`src/rtl/i2c_arb_pkg.sv`:
```
// Shared encodings and widths for the I2C bus arbiter slice.
package i2c_arb_pkg;

    typedef enum logic [1:0] {
        ST_IDLE     = 2'd0,
        ST_BUSY     = 2'd1,
        ST_RELEASE  = 2'd2,
        ST_COOLDOWN = 2'd3
    } arb_state_t;

    localparam int unsigned WATCHDOG_CYCLES_DEF = 270000;
    localparam int unsigned DATA_W              = 8;
    localparam int unsigned ADDR_W              = 7;
    localparam int unsigned WD_W                = 19;
    localparam int unsigned IDX_W               = 2;
    localparam int unsigned MAX_REQ             = 4;

endpackage

```
`src/rtl/rr_pick.sv`:
```
// Combinational round-robin pick: first active request after last_owner.
module rr_pick
    import i2c_arb_pkg::*;
#(
    parameter int unsigned NUM_REQ = 4
) (
    input  logic [NUM_REQ-1:0] req,
    input  logic [IDX_W-1:0]   last_owner,
    output logic               valid,
    output logic [IDX_W-1:0]   idx
);

    logic [MAX_REQ-1:0] req_p;
    logic [IDX_W-1:0]   cand;

    // Scan from the farthest candidate down so the nearest one wins.
    always_comb begin
        req_p = MAX_REQ'(req);
        valid = 1'b0;
        idx   = '0;
        cand  = '0;
        for (int i = int'(NUM_REQ); i >= 1; i--) begin
            cand = IDX_W'((int'(last_owner) + i) % int'(NUM_REQ));
            if (req_p[cand]) begin
                valid = 1'b1;
                idx   = cand;
            end
        end
    end

endmodule

```
`src/rtl/i2c_bus_arbiter.sv`:
```
// Shares one I2C master among up to four requesters with round-robin
// ownership, a grant watchdog and an enforced idle gap between owners.
module i2c_bus_arbiter
    import i2c_arb_pkg::*;
#(
    parameter int unsigned NUM_REQ         = 4,
    parameter int unsigned WATCHDOG_CYCLES = WATCHDOG_CYCLES_DEF
) (
    input  logic                      clk,
    input  logic                      reset,
    input  logic [NUM_REQ-1:0]        req,
    input  logic [NUM_REQ-1:0]        req_done,
    output logic [NUM_REQ-1:0]        grant,
    output logic [NUM_REQ-1:0]        relinquish,
    input  logic [NUM_REQ-1:0]        r_cmd_start,
    input  logic [NUM_REQ-1:0]        r_cmd_read,
    input  logic [NUM_REQ-1:0]        r_cmd_write,
    input  logic [NUM_REQ-1:0]        r_cmd_stop,
    input  logic [NUM_REQ-1:0]        r_cmd_valid,
    input  logic [NUM_REQ-1:0]        r_data_out_valid,
    input  logic [NUM_REQ-1:0]        r_data_in_ready,
    input  logic [DATA_W*NUM_REQ-1:0] r_data_out,
    input  logic [ADDR_W*NUM_REQ-1:0] r_dev_address,
    output logic                      m_cmd_start,
    output logic                      m_cmd_read,
    output logic                      m_cmd_write,
    output logic                      m_cmd_stop,
    output logic                      m_cmd_valid,
    output logic                      m_data_out_valid,
    output logic                      m_data_in_ready,
    output logic [DATA_W-1:0]         m_data_out,
    output logic [ADDR_W-1:0]         m_dev_address,
    input  logic                      m_data_out_ready,
    input  logic                      m_data_in_valid,
    input  logic                      m_data_in_last,
    input  logic                      m_bus_busy,
    input  logic                      m_missed_ack,
    output logic [NUM_REQ-1:0]        r_data_out_ready,
    output logic [NUM_REQ-1:0]        r_data_in_valid,
    output logic [NUM_REQ-1:0]        r_data_in_last,
    output logic [NUM_REQ-1:0]        r_missed_ack,
    output logic                      timeout_err,
    output logic [IDX_W-1:0]          owner,
    output logic [1:0]                state_out
);

    arb_state_t         state;
    logic [IDX_W-1:0]   last_owner;
    logic [WD_W-1:0]    watchdog;
    logic               pick_valid;
    logic [IDX_W-1:0]   pick_idx;
    logic [MAX_REQ-1:0] req_p;
    logic [MAX_REQ-1:0] done_p;
    logic               owner_done;
    logic               wd_expired;

    rr_pick #(.NUM_REQ(NUM_REQ)) u_rr_pick (
        .req        (req),
        .last_owner (last_owner),
        .valid      (pick_valid),
        .idx        (pick_idx)
    );

    // Dropping the request counts as done, so a requester can walk away cleanly.
    assign req_p      = MAX_REQ'(req);
    assign done_p     = MAX_REQ'(req_done);
    assign owner_done = done_p[owner] | ~req_p[owner];
    assign wd_expired = (watchdog == WD_W'(WATCHDOG_CYCLES - 1));
    assign state_out  = state;

    always_ff @(posedge clk) begin
        if (reset) begin
            state       <= ST_IDLE;
            grant       <= '0;
            relinquish  <= '0;
            timeout_err <= 1'b0;
            watchdog    <= '0;
            owner       <= '0;
            last_owner  <= IDX_W'(NUM_REQ - 1);
        end else begin
            relinquish  <= '0;
            timeout_err <= 1'b0;
            case (state)
                ST_IDLE: begin
                    if (pick_valid) begin
                        owner    <= pick_idx;
                        grant    <= NUM_REQ'(1) << pick_idx;
                        watchdog <= '0;
                        state    <= ST_BUSY;
                    end
                end
                ST_BUSY: begin
                    watchdog <= watchdog + WD_W'(1);
                    // A clean finish in the expiry cycle takes precedence over the abort.
                    if (owner_done) begin
                        grant <= '0;
                        state <= ST_RELEASE;
                    end else if (wd_expired) begin
                        grant       <= '0;
                        relinquish  <= NUM_REQ'(1) << owner;
                        timeout_err <= 1'b1;
                        state       <= ST_RELEASE;
                    end
                end
                ST_RELEASE: begin
                    last_owner <= owner;
                    if (!m_bus_busy) begin
                        state <= ST_COOLDOWN;
                    end
                end
                ST_COOLDOWN: state <= ST_IDLE;
                default:     state <= ST_IDLE;
            endcase
        end
    end

    // Route the owner's bundle to the master and master status back to the owner only.
    always_comb begin
        m_cmd_start      = 1'b0;
        m_cmd_read       = 1'b0;
        m_cmd_write      = 1'b0;
        m_cmd_stop       = 1'b0;
        m_cmd_valid      = 1'b0;
        m_data_out_valid = 1'b0;
        m_data_in_ready  = 1'b0;
        m_data_out       = '0;
        m_dev_address    = '0;
        r_data_out_ready = '0;
        r_data_in_valid  = '0;
        r_data_in_last   = '0;
        r_missed_ack     = '0;
        for (int i = 0; i < int'(NUM_REQ); i++) begin
            if (state == ST_BUSY && owner == IDX_W'(i)) begin
                m_cmd_start         = r_cmd_start[i];
                m_cmd_read          = r_cmd_read[i];
                m_cmd_write         = r_cmd_write[i];
                m_cmd_stop          = r_cmd_stop[i];
                m_cmd_valid         = r_cmd_valid[i];
                m_data_out_valid    = r_data_out_valid[i];
                m_data_in_ready     = r_data_in_ready[i];
                m_data_out          = r_data_out[i*DATA_W +: DATA_W];
                m_dev_address       = r_dev_address[i*ADDR_W +: ADDR_W];
                r_data_out_ready[i] = m_data_out_ready;
                r_data_in_valid[i]  = m_data_in_valid;
                r_data_in_last[i]   = m_data_in_last;
                r_missed_ack[i]     = m_missed_ack;
            end
        end
    end

endmodule

```
`config.mk`:
```
export PLATFORM = sky130hd
export DESIGN_NAME = i2c_bus_arbiter
export DESIGN_NICKNAME = d
export VERILOG_FILES = /design/src/rtl/i2c_arb_pkg.sv /design/src/rtl/rr_pick.sv /design/src/rtl/i2c_bus_arbiter.sv
export SDC_FILE = /design/constraint.sdc
export NUM_CORES = 1
export LEC_CHECK = 0
export ABC_AREA = 1
export CORE_UTILIZATION = 36
export DETAILED_ROUTE_END_ITERATION = 10
export HOLD_SLACK_MARGIN = 0.08
export PLACE_DENSITY_LB_ADDON = 0.12
export SYNTH_ARGS = -nofsm -noshare
export SYNTH_HDL_FRONTEND = slang
export SYNTH_SLANG_ARGS = --single-unit
export TNS_END_PERCENT = 20
```
`constraint.sdc`:
```
create_clock -name clk -period 2 [get_ports clk]
set_input_delay 0.6 -clock clk [delete_from_list [all_inputs] [get_ports clk]]
set_output_delay 0.6 -clock clk [all_outputs]
set_load 0.01 [all_outputs]
```
==> impl_metrics.py, run 1 <==
metrics = {
    "floorplan": {
        "start_util": 0.3731,
        "die_area_um2": 8370,
        "die_w_um": 91.49,
        "coreArea_um2": 7727,
        "num_io_pins": 154,
        "die_y_um": 91.49,
        "rows": 32,
    },
    "outcome": {
        "violations": "setup timing",
        "status": "finished, violations left",
    },
    "route": {
        "wirelength_um": 11520,
        "routed_via_density": 5.147,
        "wl_per_cell_um": 14.60,
        "vias": 4061,
        "dr.first_iter.drc_count": 148,
        "route.detailed.drc": 0,
        "ant_nets": 0,
        "first_pass_iters": 4,
    },
    "layout": {
        "filler_cell_count": 705,
        "stdcell_count": 789,
        "fin_util": 0.6569,
        "nNetsFinal": 793,
        "syn2layout_area_growth_pct": 76.09,
        "seqCellArea_um2": 690.7,
        "multiInputGateArea_um2": 2001,
        "diodes": 0,
        "drive_above_1_share": 0.2431,
    },
    "setup_path": {
        "start_kind": "register",
        "critical_path_required_ns": 1.40,
        "worstPathMaxFanout": 5,
        "slowest_stage": "dfxtp_2",
        "crit_buf_inv": 5,
        "worst-setup-path-type": "reg -> out",
        "cp.arrival_ns": 1.61,
        "crit_chain": "inv_2 -> ha_4 -> inv_6 -> nor2_4 -> buf_12 -> buf_8 -> nand2_1 -> nand4_1 -> buf_2",
        "critPathCaptureType": "primary output",
        "rrSetupSlack_ns": 0.16,
        "cp_top_family": "buffers and inverters",
        "cpPeakStageDelay_ns": 0.32,
    },
    "cts": {
        "cts_buffers": 5,
        "cts_tree": "done",
        "cts-htree-levels": 2,
        "path_clk_slew_ns": 0.07,
        "cts_root_buf": "clkbuf_8",
        "clkSinkCount": 34,
        "clk_latency_ns": 0.29,
        "clock_tree.buffer_depth": 2,
    },
    "yosys": {
        "synth_simple_gate_area_frac": 0.5621,
        "muxShareOfSynthArea": 0,
        "synth_adder_area_share": 0.01736,
        "ys_warn_count": 0,
        "synth-seq-cells": 34,
        "avgSynthCellArea_um2": 5.859,
        "syn-cell-area_um2": 2883,
        "synth_compound_area_frac": 0.07595,
        "syn-instance-count": 492,
        "synth_nets": 599,
        "yosysSeqAreaShare": 0.2361,
        "ys_types": 33,
        "synthXorXnorAreaFrac": 0.003038,
        "synth_top_family_by_area": "simple AND/OR/NAND/NOR gates",
    },
    "timing": {
        "setup_violations": 38,
        "finalCriticalPeriod_ns": 2.208,
        "holdWs_ns": 0.4689,
        "worst_slack_ns": -0.2075,
        "relSlewSlack": 0.7327,
        "max_freq_ghz": 0.4530,
        "finalSetupTns_ns": -4.460,
        "maxSlewViolCount": 0,
        "skew_ns": 0.003230,
        "rsz0062_at_grt": "yes",
        "timing.final.crit_share": 1.104,
        "hold_viol": 0,
        "tightest_slew_ns": 0.3994,
    },
    "grt": {
        "antenna_found_initial": 0,
        "grt_max_degree": 23,
        "grt_usage": 0.2717,
        "grt_pass1_wl_um": 18200,
        "grt_pass1_vias": 3850,
        "grt_overflow": 0,
    },
    "placed_design": {
        "io_buffers": 153,
        "hpwl_um": 8560,
        "gp_congestion": 0.8703,
        "placedCellCount": 763,
    },
    "power": {
        "p_int_mw": 2.621,
        "p_total_mw": 4.714,
        "ir_drop_mv": 0.9443,
        "sequentialPowerShare": 0.179,
        "power_switching_mw": 2.093,
        "cellLeakagePower_nw": 2.180,
        "p_per_area_nw_per_um2": 928.6,
        "pwr-share-comb": 0.706,
        "clock_power_share": 0.114,
        "netSwitchingFraction": 0.4440,
    },
    "run": {
        "drv_cap": 0,
    },
    "hold_path": {
        "hp-class": "reg -> reg",
    },
}
cell usage in the layout, fill, tap and decap left out, types with 3 or more instances in the layout:
cell and n:
nand4_1 36, buf_2 38, buf_16 3, a21oi_1 22, nor2_2 7, clkdlybuf4s50_1 113, nor2_4 5, inv_2 9
dfxtp_1 30, nor3_1 5, clkbuf_8 6, nand3_1 77, buf_12 6, a21oi_2 3, buf_6 4, ha_1 3
buf_4 39, nand2_4 8, inv_1 37, nand2_2 19, nor2_1 46, nand2_1 132, o21ai_0 9
registers in the layout, indices dropped and copies added, names as in the netlist:
name,cells
watchdog,19
last_owner,2
state_out,2
grant,4
timeout_err,1
relinquish,4
owner,2
per-layer routing:
metal | up-vias | part of all wire | GRT usage
li1 | 2012 | - | -
met1 | 1870 | 0.40 | 0.3005
met2 | 150 | 0.52 | 0.5006
met3 | 29 | 0.052 | 0.04188
met4 | 0 | 0.033 | 0.1323
met5 | - | 0 | 0
stage by stage:
step / setup slack [ns] / cell area, um2
after floorplan: 0.02513 / 2895
after global placement: -0.4205 / 4801
after detailed placement: -0.4223 / 4801
after CTS: -0.2011 / 4982
after global routing: -0.2764 / 5076
final: -0.2075 / 5076
power by group through the flow:
stage / clock network [mW] / registers [mW] / logic [mW]
2_1_floorplan: 0 / 0.850 / 1.61
6_report: 0.540 / 0.845 / 3.33
3_5_place_dp: 0 / 0.843 / 3.11
4_1_cts: 0.553 / 0.839 / 3.24
3_3_place_gp: 0 / 0.840 / 3.07
5_1_grt: 0.580 / 0.859 / 3.61
cell type report:
type / count / area share
clock buffers: 6 / 0.01627
clock inverters: 2 / 0.002465
inverters: 48 / 0.03697
multi-input cells: 388 / 0.3941
flip-flops and latches: 34 / 0.1361
well taps: 102 / 0.02514
repair buffers: 209 / 0.3890
worst paths after layout:
kind | startpoint | cells after the start | to
worst min-delay path | grant[2]$_SDFFE_PP0P_ | 2 | grant[2]$_SDFFE_PP0P_
worst max register to register | state_out[1]$_SDFFE_PP0P_ | 9 | watchdog[4]$_SDFFE_PP0P_
worst min register to register | grant[2]$_SDFFE_PP0P_ | 2 | grant[2]$_SDFFE_PP0P_
worst max-delay path | state_out[1]$_SDFFE_PP0P_ | 9 | m_cmd_write
synth_stat cells:
cell | count | area (um2)
nand2_2 | 11 | 68.82
o21ai_0 | 9 | 45.04
nor2_1 | 55 | 206.5
nand4_1 | 36 | 225.2
xor2_1 | 1 | 8.760
a21oi_2 | 3 | 26.28
nor4_1 | 1 | 6.260
inv_2 | 3 | 11.26
clkbuf_1 | 9 | 33.78
a31o_2 | 1 | 8.760
nor3_1 | 5 | 25.02
buf_2 | 4 | 20.02
dfxtp_1 | 34 | 680.7
o21ai_1 | 1 | 5.000
o21bai_1 | 2 | 15.01
or2_1 | 1 | 6.260
nand2_1 | 144 | 540.5
a21oi_1 | 22 | 110.1
buf_6 | 4 | 45.04
o21ai_2 | 1 | 8.760
inv_4 | 1 | 6.260
nor2_4 | 3 | 33.78
nand2_8 | 1 | 20.02
nor3b_1 | 2 | 15.01
nor3b_2 | 1 | 12.51
nand3_1 | 77 | 385.4
buf_1 | 4 | 15.01
inv_1 | 44 | 165.2
nand3_2 | 2 | 20.02
buf_4 | 1 | 7.510
nand2_4 | 4 | 45.04
nor3_2 | 1 | 10.01
ha_1 | 4 | 50.05
cell families after synthesis:
| group | Yosys count |
|---|---|
| xor+xnor | 1 |
| flops | 34 |
| fa+ha+maj | 4 |
| buf+inv | 70 |
| simple gates | 344 |
| compound gates | 39 |
tightest hold or removal path, cell delays in order, from the launching register on:
cell     delay [ns]
dfxtp_1        0.31
nand2_1        0.06
a21oi_1        0.06
timing repair:
action | 4_1_cts | 5_1_grt
setup buffers | 11 | 3
hold buffers | 0 | 0
pin swaps | 7 | 14
resized for setup | 183 | 24
setup endpoints to repair | 40 | 59
cloned | 4 | 1
No activity file was read; power rests on OpenSTA's default activity.
==> run 2: changes to the inputs <==
--- a/config.mk
+++ b/config.mk
@@ -5,9 +5,9 @@
 export SDC_FILE = /design/constraint.sdc
 export NUM_CORES = 1
 export LEC_CHECK = 0
-export ABC_AREA = 1
-export CORE_UTILIZATION = 36
+export CORE_UTILIZATION = 45
 export DETAILED_ROUTE_END_ITERATION = 10
+export DONT_BUFFER_PORTS = 1
 export HOLD_SLACK_MARGIN = 0.08
 export PLACE_DENSITY_LB_ADDON = 0.12
 export SYNTH_ARGS = -nofsm -noshare
==> run 2 against run 1 <==
  * The run still ends with setup timing left
  * Sequential power rose by 1%
  * Worst setup slack improved by 0.10 ns
  * Core utilization shrank 8.3 points
  * Final area down 42%
  * Register-to-register slack worse by 0.12 ns
  * Critical path depth fell by 6
  * Area after synthesis shrank 18%
  * Clock power rose by 9.8%
  * Wire length down 42%
  * Die area is 33% lower
  * Largest cell class unchanged
  * Largest power group unchanged
==> impl_metrics.py, run 2 <==
metrics = {
    "outcome": {
        "status": "finished, violations left",
        "violations": "setup timing",
    },
    "timing": {
        "setup_violations": 22,
        "rsz0062_at_grt": "yes",
        "tightest_slew_ns": 0.5328,
        "hold_viol": 0,
        "relSlewSlack": 0.6415,
        "max_freq_ghz": 0.4753,
        "finalCriticalPeriod_ns": 2.104,
        "holdWs_ns": 0.3716,
        "skew_ns": 0.007321,
        "timing.final.crit_share": 1.052,
        "worst_slack_ns": -0.1040,
        "maxSlewViolCount": 0,
    },
    "yosys": {
        "yosys_most_used_dff": "dfxtp_1",
        "synth_most_common_cell": "dfxtp_1",
        "ys_warn_count": 0,
        "ys_types": 46,
        "synth_area_leaders": "dfxtp_1 (29%), mux4_2 (16%), and2_1 (8.7%)",
        "synthArstFlopShare": 0,
        "synth-seq-cells": 34,
        "synth_nets": 373,
        "ys_top_cells_by_count": "dfxtp_1 (34), and2_1 (33), nand2_1 (28), nor2_1 (28), mux4_2 (17)",
        "yosysSeqAreaShare": 0.2869,
        "syn-cell-area_um2": 2372,
        "synth_edf_count": 0,
        "syn-instance-count": 266,
        "synth_top_cell_by_area": "dfxtp_1",
        "avgSynthCellArea_um2": 8.918,
        "yosysTopAreaCellShare": 0.2869,
    },
    "placed_design": {
        "hpwl_um": 4904,
        "io_buffers": 0,
        "gp_congestion": 0.7747,
        "place_ws_ns": 0.01488,
    },
    "setup_path": {
        "worstPathMaxFanout": 8,
        "slowest_stage": "mux4_2",
        "critical_path_required_ns": 1.40,
        "start_kind": "register",
        "cpPeakStageDelay_ns": 0.50,
        "cp-startpoint": "owner[0]$_SDFFE_PP0P_",
        "rr_startpoint": "watchdog[15]$_SDFFE_PP0P_",
        "worst-setup-path-type": "reg -> out",
        "cp.arrival_ns": 1.50,
        "crit_buf_inv": 1,
        "crit_chain": "buf_12 -> mux4_2 -> and2_4",
        "cp_top_family": "multiplexers",
        "critPathCaptureType": "primary output",
    },
    "cts": {
        "clock_tree.buffer_depth": 2,
        "holdBufCountCts": 0,
        "cts_root_buf": "clkbuf_8",
        "cts-htree-levels": 2,
        "cts_tree": "done",
        "path_clk_slew_ns": 0.06,
        "clk_latency_ns": 0.29,
        "cts_buffers": 5,
        "clkSinkCount": 34,
    },
    "floorplan": {
        "start_util": 0.4645,
        "die_y_um": 74.61,
        "coreArea_um2": 5107,
        "num_io_pins": 154,
        "die_w_um": 74.61,
        "die_area_um2": 5566,
        "rows": 26,
    },
    "route": {
        "wirelength_um": 6669,
        "wl_per_cell_um": 18.79,
        "route.detailed.drc": 0,
        "first_pass_iters": 4,
        "dr.first_iter.drc_count": 102,
        "ant_nets": 0,
        "routed_via_density": 5.921,
        "vias": 2102,
    },
    "power": {
        "ir_drop_mv": 0.7329,
        "p_per_area_nw_per_um2": 1111,
        "cellLeakagePower_nw": 1.071,
    },
    "layout": {
        "largest_register_ffs": 19,
        "filler_cell_count": 466,
        "drive_above_1_share": 0.3768,
        "syn2layout_area_growth_pct": 23.52,
        "largest_register": "watchdog",
        "final_cell_mix": "and2_4 (30), dfxtp_1 (30), nor2_1 (28)",
        "reg_top3": "watchdog: 19 flops, grant: 4 flops, relinquish: 4 flops",
        "nNetsFinal": 390,
    },
    "hold_path": {
        "min_from": "reset",
        "hp-class": "in -> reg",
    },
    "run": {
        "drv_cap": 0,
    },
    "grt": {
        "grt_overflow": 0,
        "grt_usage": 0.2222,
        "antenna_found_initial": 0,
        "grt_max_degree": 19,
        "grt_pass1_wl_um": 9163,
        "grt_pass1_vias": 1831,
    },
}
[run 2: report_power, final]
part | total (mW) | switching (mW) | internal, mW
sequential | 0.856 | 0.0935 | 0.763
clock | 0.593 | 0.245 | 0.348
combinational | 1.81 | 0.894 | 0.913
[run 2: path summary, 6_finish.rpt]
kind	endpoint	slack [ns]	cells after the start
worst min register to register	grant[0]$_SDFFE_PP0P_	0.51	2
worst max register to register	state_out[1]$_SDFFE_PP0P_	0.04	5
worst max-delay path	m_cmd_read	-0.10	3
worst min-delay path	owner[1]$_SDFFE_PP0P_	0.37	1
[run 2: cell type report]
class / instances / area [um2] / share of cell area
timing repair buffer: 24 / 237.7 / 0.08113
inverter: 10 / 37.54 / 0.01281
multi-input combinational: 208 / 1764 / 0.6020
clock buffer: 8 / 110.1 / 0.03757
tap: 70 / 87.58 / 0.02989
antenna: 1 / 2.502 / 0.0008540
sequential: 34 / 690.7 / 0.2357
[run 2: kinds of logic after synthesis]
family / Yosys count / share of synthesized area
adder cells (fa/ha/maj): 4 / 0.02110
AND/OR/NAND/NOR: 132 / 0.3027
flip-flops: 34 / 0.2869
multiplexers: 23 / 0.1867
AO/OA/AOI/OAI: 30 / 0.09757
buffers and inverters: 26 / 0.04219
XOR/XNOR: 17 / 0.06276
[run 2: through the flow]
stage / setup TNS [ns] / cells / power, mW / util / area [um2]
global placement: -0.03298 / 339 / 2.298 / 0.5037 / 2572
finish: -1.468 / 355 / 3.256 / 0.5737 / 2930
floorplan: -0.04574 / 266 / 1.967 / - / 2400
global route: -3.341 / 354 / 3.482 / 0.5732 / 2928
CTS: -2.494 / 356 / 3.305 / 0.5740 / 2932
detailed placement: 0 / 339 / 2.304 / 0.5037 / 2572
[run 2: worst register-to-register path: cells and delay by family, from the launching register on]
kind	cells	cell delay, ns
flops	1	0.34
compound gates	1	0.41
simple gates	3	0.90
mux	1	0.22
[run 2: per-layer routing]
metal | wire (um) | track usage | vias up
met5 | 0 | 0 | -
met4 | 99 | 0.06499 | 0
met3 | 465 | 0.05420 | 15
met2 | 3224 | 0.3604 | 96
met1 | 2879 | 0.2925 | 998
li1 | - | - | 993
[run 2: timing repair]
action                     CTS  global route
buffers inserted             7             0
gates cloned                 4             0
setup endpoints to repair   38            42
resized for setup           42            16
pin swaps                   24             9
